**src/rtl/booth_r4_seq_mult_if.sv**
```systemverilog
// rtl/booth_r4_seq_mult_if.sv - start/busy/done handshake and operand/result bus for booth_r4_seq_mult
interface booth_r4_seq_mult_if #(
  parameter int W = 8
);
  logic           start;
  logic           tc;
  logic [W-1:0]   a;
  logic [W-1:0]   b;
  logic           busy;
  logic           done;
  logic [2*W-1:0] y;

  // controller side: issues operands and start, watches busy/done/y
  modport master (
    output start, tc, a, b,
    input  busy, done, y
  );

  // multiplier side
  modport slave (
    input  start, tc, a, b,
    output busy, done, y
  );
endinterface

```
**src/rtl/booth_r4_seq_mult.sv**
```systemverilog
// rtl/booth_r4_seq_mult.sv - sequential radix-4 Booth multiplier, one recoded digit per clock
module booth_r4_seq_mult #(
  parameter int W = 8
) (
  input logic               clk,
  input logic               rst,
  booth_r4_seq_mult_if.slave bus
);

  localparam int N  = W / 2 + 1;
  localparam int CW = $clog2(N + 1);

  if (((W % 2) != 0) || (W < 4)) begin : g_bad_width
    $error("booth_r4_seq_mult: W must be even and >= 4");
  end

  typedef enum logic {S_IDLE, S_RUN} state_t;

  state_t           r_state;
  logic [2*W-1:0]   r_acc;
  logic [2*W-1:0]   r_m;
  logic [W+2:0]     r_q;
  logic [CW-1:0]    r_i;
  logic [2*W-1:0]   r_y;
  logic             r_busy;
  logic             r_done;

  logic             w_e;
  logic [2*W-1:0]   w_m_ext;
  logic [W+2:0]     w_q_ext;
  logic [2*W-1:0]   w_m2;
  logic [2*W-1:0]   w_addend;
  logic [2*W-1:0]   w_acc_next;
  logic             w_last;

  // Operand extension at capture: after this, tc is no longer needed because
  // both the multiplicand and the guard bits of the multiplier carry the sign.
  // Q has two guard bits above b so the final digit window {e,e,b[W-1]} exists.
  assign w_e     = bus.tc & bus.b[W-1];
  assign w_m_ext = {{W{bus.tc & bus.a[W-1]}}, bus.a};
  assign w_q_ext = {w_e, w_e, bus.b, 1'b0};

  // r_m is pre-shifted by 2 each digit, so it already equals M << 2i
  assign w_m2       = {r_m[2*W-2:0], 1'b0};
  assign w_acc_next = r_acc + w_addend;
  assign w_last     = (r_i == CW'(N - 1));

  // Booth radix-4 digit decode of the current 3-bit window
  always_comb begin
    w_addend = '0;
    case (r_q[2:0])
      3'b001, 3'b010: w_addend = r_m;
      3'b011:         w_addend = w_m2;
      3'b100:         w_addend = '0 - w_m2;
      3'b101, 3'b110: w_addend = '0 - r_m;
      default:        w_addend = '0;
    endcase
  end

  // Control FSM and datapath; all outputs come straight from registers
  always_ff @(posedge clk) begin
    if (!rst) begin
      r_state <= S_IDLE;
      r_acc   <= '0;
      r_m     <= '0;
      r_q     <= '0;
      r_i     <= '0;
      r_y     <= '0;
      r_busy  <= 1'b0;
      r_done  <= 1'b0;
    end else begin
      r_done <= 1'b0;
      case (r_state)
        S_IDLE: begin
          if (bus.start) begin
            r_m     <= w_m_ext;
            r_q     <= w_q_ext;
            r_acc   <= '0;
            r_i     <= '0;
            r_busy  <= 1'b1;
            r_state <= S_RUN;
          end
        end
        S_RUN: begin
          r_acc <= w_acc_next;
          r_m   <= {r_m[2*W-3:0], 2'b00};
          r_q   <= {{2{r_q[W+2]}}, r_q[W+2:2]};
          r_i   <= r_i + 1'b1;
          if (w_last) begin
            r_y     <= w_acc_next;
            r_done  <= 1'b1;
            r_busy  <= 1'b0;
            r_state <= S_IDLE;
          end
        end
        default: begin
          r_state <= S_IDLE;
          r_busy  <= 1'b0;
        end
      endcase
    end
  end

  assign bus.busy = r_busy;
  assign bus.done = r_done;
  assign bus.y    = r_y;

endmodule

```
**src/flat_wrapper.sv**
```systemverilog
// flat-port wrapper written by rule: the top's interface ports become plain ports
module booth_r4_seq_mult_flat 
#(
  parameter int W = 8
)
  (clk, rst, bus_start, bus_tc, bus_a, bus_b, bus_busy, bus_done, bus_y);
  booth_r4_seq_mult_if #(.W(W)) bus_i ();
  input logic clk;
  input logic rst;
  input wire logic [$bits(bus_i.start)-1:0] bus_start;
  input wire logic [$bits(bus_i.tc)-1:0] bus_tc;
  input wire logic [$bits(bus_i.a)-1:0] bus_a;
  input wire logic [$bits(bus_i.b)-1:0] bus_b;
  output wire logic [$bits(bus_i.busy)-1:0] bus_busy;
  output wire logic [$bits(bus_i.done)-1:0] bus_done;
  output wire logic [$bits(bus_i.y)-1:0] bus_y;
  assign bus_i.start = bus_start;
  assign bus_i.tc = bus_tc;
  assign bus_i.a = bus_a;
  assign bus_i.b = bus_b;
  assign bus_busy = bus_i.busy;
  assign bus_done = bus_i.done;
  assign bus_y = bus_i.y;
  booth_r4_seq_mult #(.W(W)) u_core (.clk(clk), .rst(rst), .bus(bus_i));
endmodule
```
**config.mk**
```make
export PLATFORM = sky130hd
export DESIGN_NAME = booth_r4_seq_mult_flat
export DESIGN_NICKNAME = d
export VERILOG_FILES = /design/src/rtl/booth_r4_seq_mult_if.sv /design/src/rtl/booth_r4_seq_mult.sv /design/src/flat_wrapper.sv
export SDC_FILE = /design/constraint.sdc
export NUM_CORES = 1
export LEC_CHECK = 0
export CAP_MARGIN = 20
export CORE_UTILIZATION = 30
export DETAILED_ROUTE_END_ITERATION = 10
export PLACE_DENSITY_LB_ADDON = 0.12
export SETUP_SLACK_MARGIN = 0.4
export SLEW_MARGIN = 20
export SYNTH_ARGS = -nofsm -noshare
export SYNTH_HDL_FRONTEND = slang
export SYNTH_SLANG_ARGS = --single-unit
```
**constraint.sdc**
```tcl
create_clock -name clk -period 3.8 [get_ports clk]
set_input_delay 0.57 -clock clk [delete_from_list [all_inputs] [get_ports clk]]
set_output_delay 0.57 -clock clk [all_outputs]
set_load 0.01 [all_outputs]
```
==> metrics.yaml <==
vias: 3925
synth_area_um2: 4050
leakagePower_nw: 2.17
dpl.hpwl_um: 8250
crit_path_end: "u_core.r_acc[15]"
rsz0062_at_grt: "yes"
synth_top_family_by_area: "compound AO/OA/AOI/OAI gates"
period_needed_ns: 3.48
place.gp.congestion: 0.867
crit_path_end_kind: "register"
fin_skew_ns: 0.00719
worstSetupStartpoint: "u_core.r_m[1]"
ios: 38
syn_nets: 550
dr.pass1.iters: 4
grt_pass1_vias: 3699
fillCellCount: 1366
clock_path_buffers: 2
synth_cell_types: 56
yosysSeqAreaShare_pct: 32.2
clk_latency_ns: 0.33
synth_edf_count: 0
cts_tree: "yes"
timing.rr.start: "u_core.r_m[1]"
synth_mux_area_share_pct: 3.99
synth_ff_type: "dfxtp_1"
ir_drop_mv: 0.174
total_power_mw: 1.91
required_ns: 3.99
grt_pass1_wl_um: 19100
drive_gt1_share_pct: 17.5
antenna_found_initial: 0
status: "completed"
initial_core_util_pct: 30.7
synth_top_area_share_pct: 32.2
synth_warnings: 0
cp.arrival_ns: 3.67
viasPerCell: 5.24
postCtsHoldBufs: 0
finalSetupViolations: 0
hold_class: "reg -> reg"
max_slew.worst_pin.slew_ns: 0.754
clock_sinks: 65
area_growth_pct: 31.0
synth_seq_cells: 65
synth-compound-area-share_pct: 25.3
wire_per_inst_um: 15.8
critPathLaunchType: "register"
worst-path-max-fanout: 5
drtIter0Drc: 251
hold_viol_final: 0
grt_usage_pct: 17.3
dieHeight_um: 118
post-place-ws_ns: 0.0747
wl_um: 11800
numCtsBuffers: 9
cap_violations: 0
r2r-end: "u_core.r_acc[15]"
maxSlewViolCount: 0
h-tree-depth: 3
slew-limit-headroom_pct: 49.7
yosys.area_share.adder_pct: 6.06
final_util_pct: 40.2
port_buffers: 37
reg2reg_slack_ns: 0.32
p_per_area_nw_per_um2: 360
cts_root_buf: "clkbuf_16"
path_clk_slew_ns: 0.05
period_share_pct: 91.7
grt_max_degree: 72
multiInputGateArea_um2: 2700
reg2regPathDepth: 16
synth_area_leaders: "dfxtp_1 (32%), a21oi_1 (7.8%), ha_1 (5.6%), nor2_1 (4.9%), o21ai_0 (4.7%)"
fmax_mhz: 287
num_rows: 42
gr-total-overflow: 0
syn_area_per_cell_um2: 7.92
ff_latch_area_um2: 1310
die_area_um2: 14000
antenna_cells: 0
final_nets: 610
ant_nets: 0
synth-xor-area-share_pct: 5.84
criticalPathCategory: "reg -> reg"
synthArstFlopShare_pct: 0
die_w_um: 118
synthSimpleGateAreaFrac_pct: 21.0
netlist_instances: 511
fin_tns_setup_ns: 0
yosysTopAreaCell: "dfxtp_1"
setup_ws_ns: 0.317
drc_errors: 0
core-area_um2: 13200
what timing repair did:
item | 4_1_cts | 5_1_grt
setup buffers | 12 | 7
hold endpoints to repair | 0 | 0
gates resized for setup | 23 | 16
setup endpoints to repair | 12 | 14
gates cloned | 0 | 0
pin swaps | 27 | 13
metrics by stage:
stage / cells / hold slack (ns) / instance area (um^2)
floorplan: 511 / 0.429 / 4130
global placement: 717 / 0.435 / 4760
detailed placement: 717 / 0.444 / 4760
CTS: 742 / 0.456 / 5190
global route: 749 / 0.483 / 5300
finish: 749 / 0.448 / 5300
sequential cells by signal, summed over array words and instances, names as in the netlist:
name / count
u_core.r_m: 16
u_core.r_q: 11
u_core.bus.y: 16
u_core.r_state: 1
u_core.r_i: 3
u_core.bus.done: 1
u_core.bus.busy: 1
u_core.r_acc: 16
cell families after synthesis:
| logic type | Yosys count |
|---|---|
| flops | 65 |
| simple gates | 168 |
| xor+xnor | 27 |
| buf+inv | 52 |
| compound gates | 164 |
| fa+ha+maj | 19 |
| mux | 16 |
critical path, cell delays in order, from the launching register on:
cell	delay [ns]
dfxtp_4	0.37
inv_4	0.07
ha_4	0.14
or3b_4	0.41
nor3_4	0.19
nand2b_4	0.16
xnor2_2	0.07
a22oi_1	0.18
o21ai_1	0.12
ha_1	0.34
a21oi_2	0.16
inv_2	0.06
a221o_1	0.30
a41oi_2	0.31
o31a_1	0.28
a211o_1	0.12
o311ai_1	0.07
worst min-delay path by stage:
stage / startpoint / endpoint / cells after the start
finish: u_core.bus.y[8] / u_core.bus.y[8] / 2
global route: u_core.bus.y[10] / u_core.bus.y[10] / 2
CTS: u_core.bus.y[8] / u_core.bus.y[8] / 2
detailed placement: u_core.bus.y[8] / u_core.bus.y[8] / 2
global placement: u_core.bus.y[12] / u_core.bus.y[12] / 2
floorplan: u_core.r_acc[8] / u_core.r_acc[8] / 2
layout make-up:
| type | count | share of cell area, % |
|---|---|---|
| Tap cell | 176 | 4.15 |
| Multi-Input combinational cell | 394 | 50.9 |
| Clock buffer | 13 | 5.10 |
| Inverter | 14 | 1.09 |
| Timing Repair Buffer | 87 | 14.0 |
| Sequential cell | 65 | 24.7 |
synthesized netlist by cell type (all sizes together), types with 3 or more instances:
master	number
nand3	13
a21o	8
buf	12
inv	13
dfxtp	65
o221ai	3
a21oi	63
a22oi	8
nand4	6
mux2i	15
o31ai	4
o21ai	38
a211oi	6
xnor2	16
ha	18
nor4	3
nor3	11
nor2b	6
or3	8
a22o	12
clkbuf	26
a211o	4
nand2	33
nor3b	18
nor2	53
xor2	11
nand2b	7
power by group:
part | switching [mW] | internal (mW)
clock | 0.286 | 0.484
combinational | 0.221 | 0.182
sequential | 0.0277 | 0.707
per-layer routing:
layer | share of wire (%) | vias to the layer above | GRT usage, % | wire length [um]
met5 | 0 | - | 0 | 0
met4 | 2.3 | 0 | 7.69 | 271
met3 | 4.7 | 20 | 3.81 | 559
met2 | 45 | 103 | 26.5 | 5320
met1 | 48 | 1830 | 23.3 | 5690
li1 | - | 1972 | - | -
placed cells by master (no fill, tap or decap), drive strengths merged, types with 11 or more instances in the layout:
cell type / count
nor3b: 18
nor2: 53
a22o: 12
clkdlybuf4s50: 36
xnor2: 16
nand2: 33
mux2i: 15
clkbuf: 13
buf: 51
o21ai: 38
nor3: 11
inv: 13
a21oi: 63
xor2: 11
dfxtp: 65
nand3: 13
ha: 18
(Power assumes the default switching activity.)
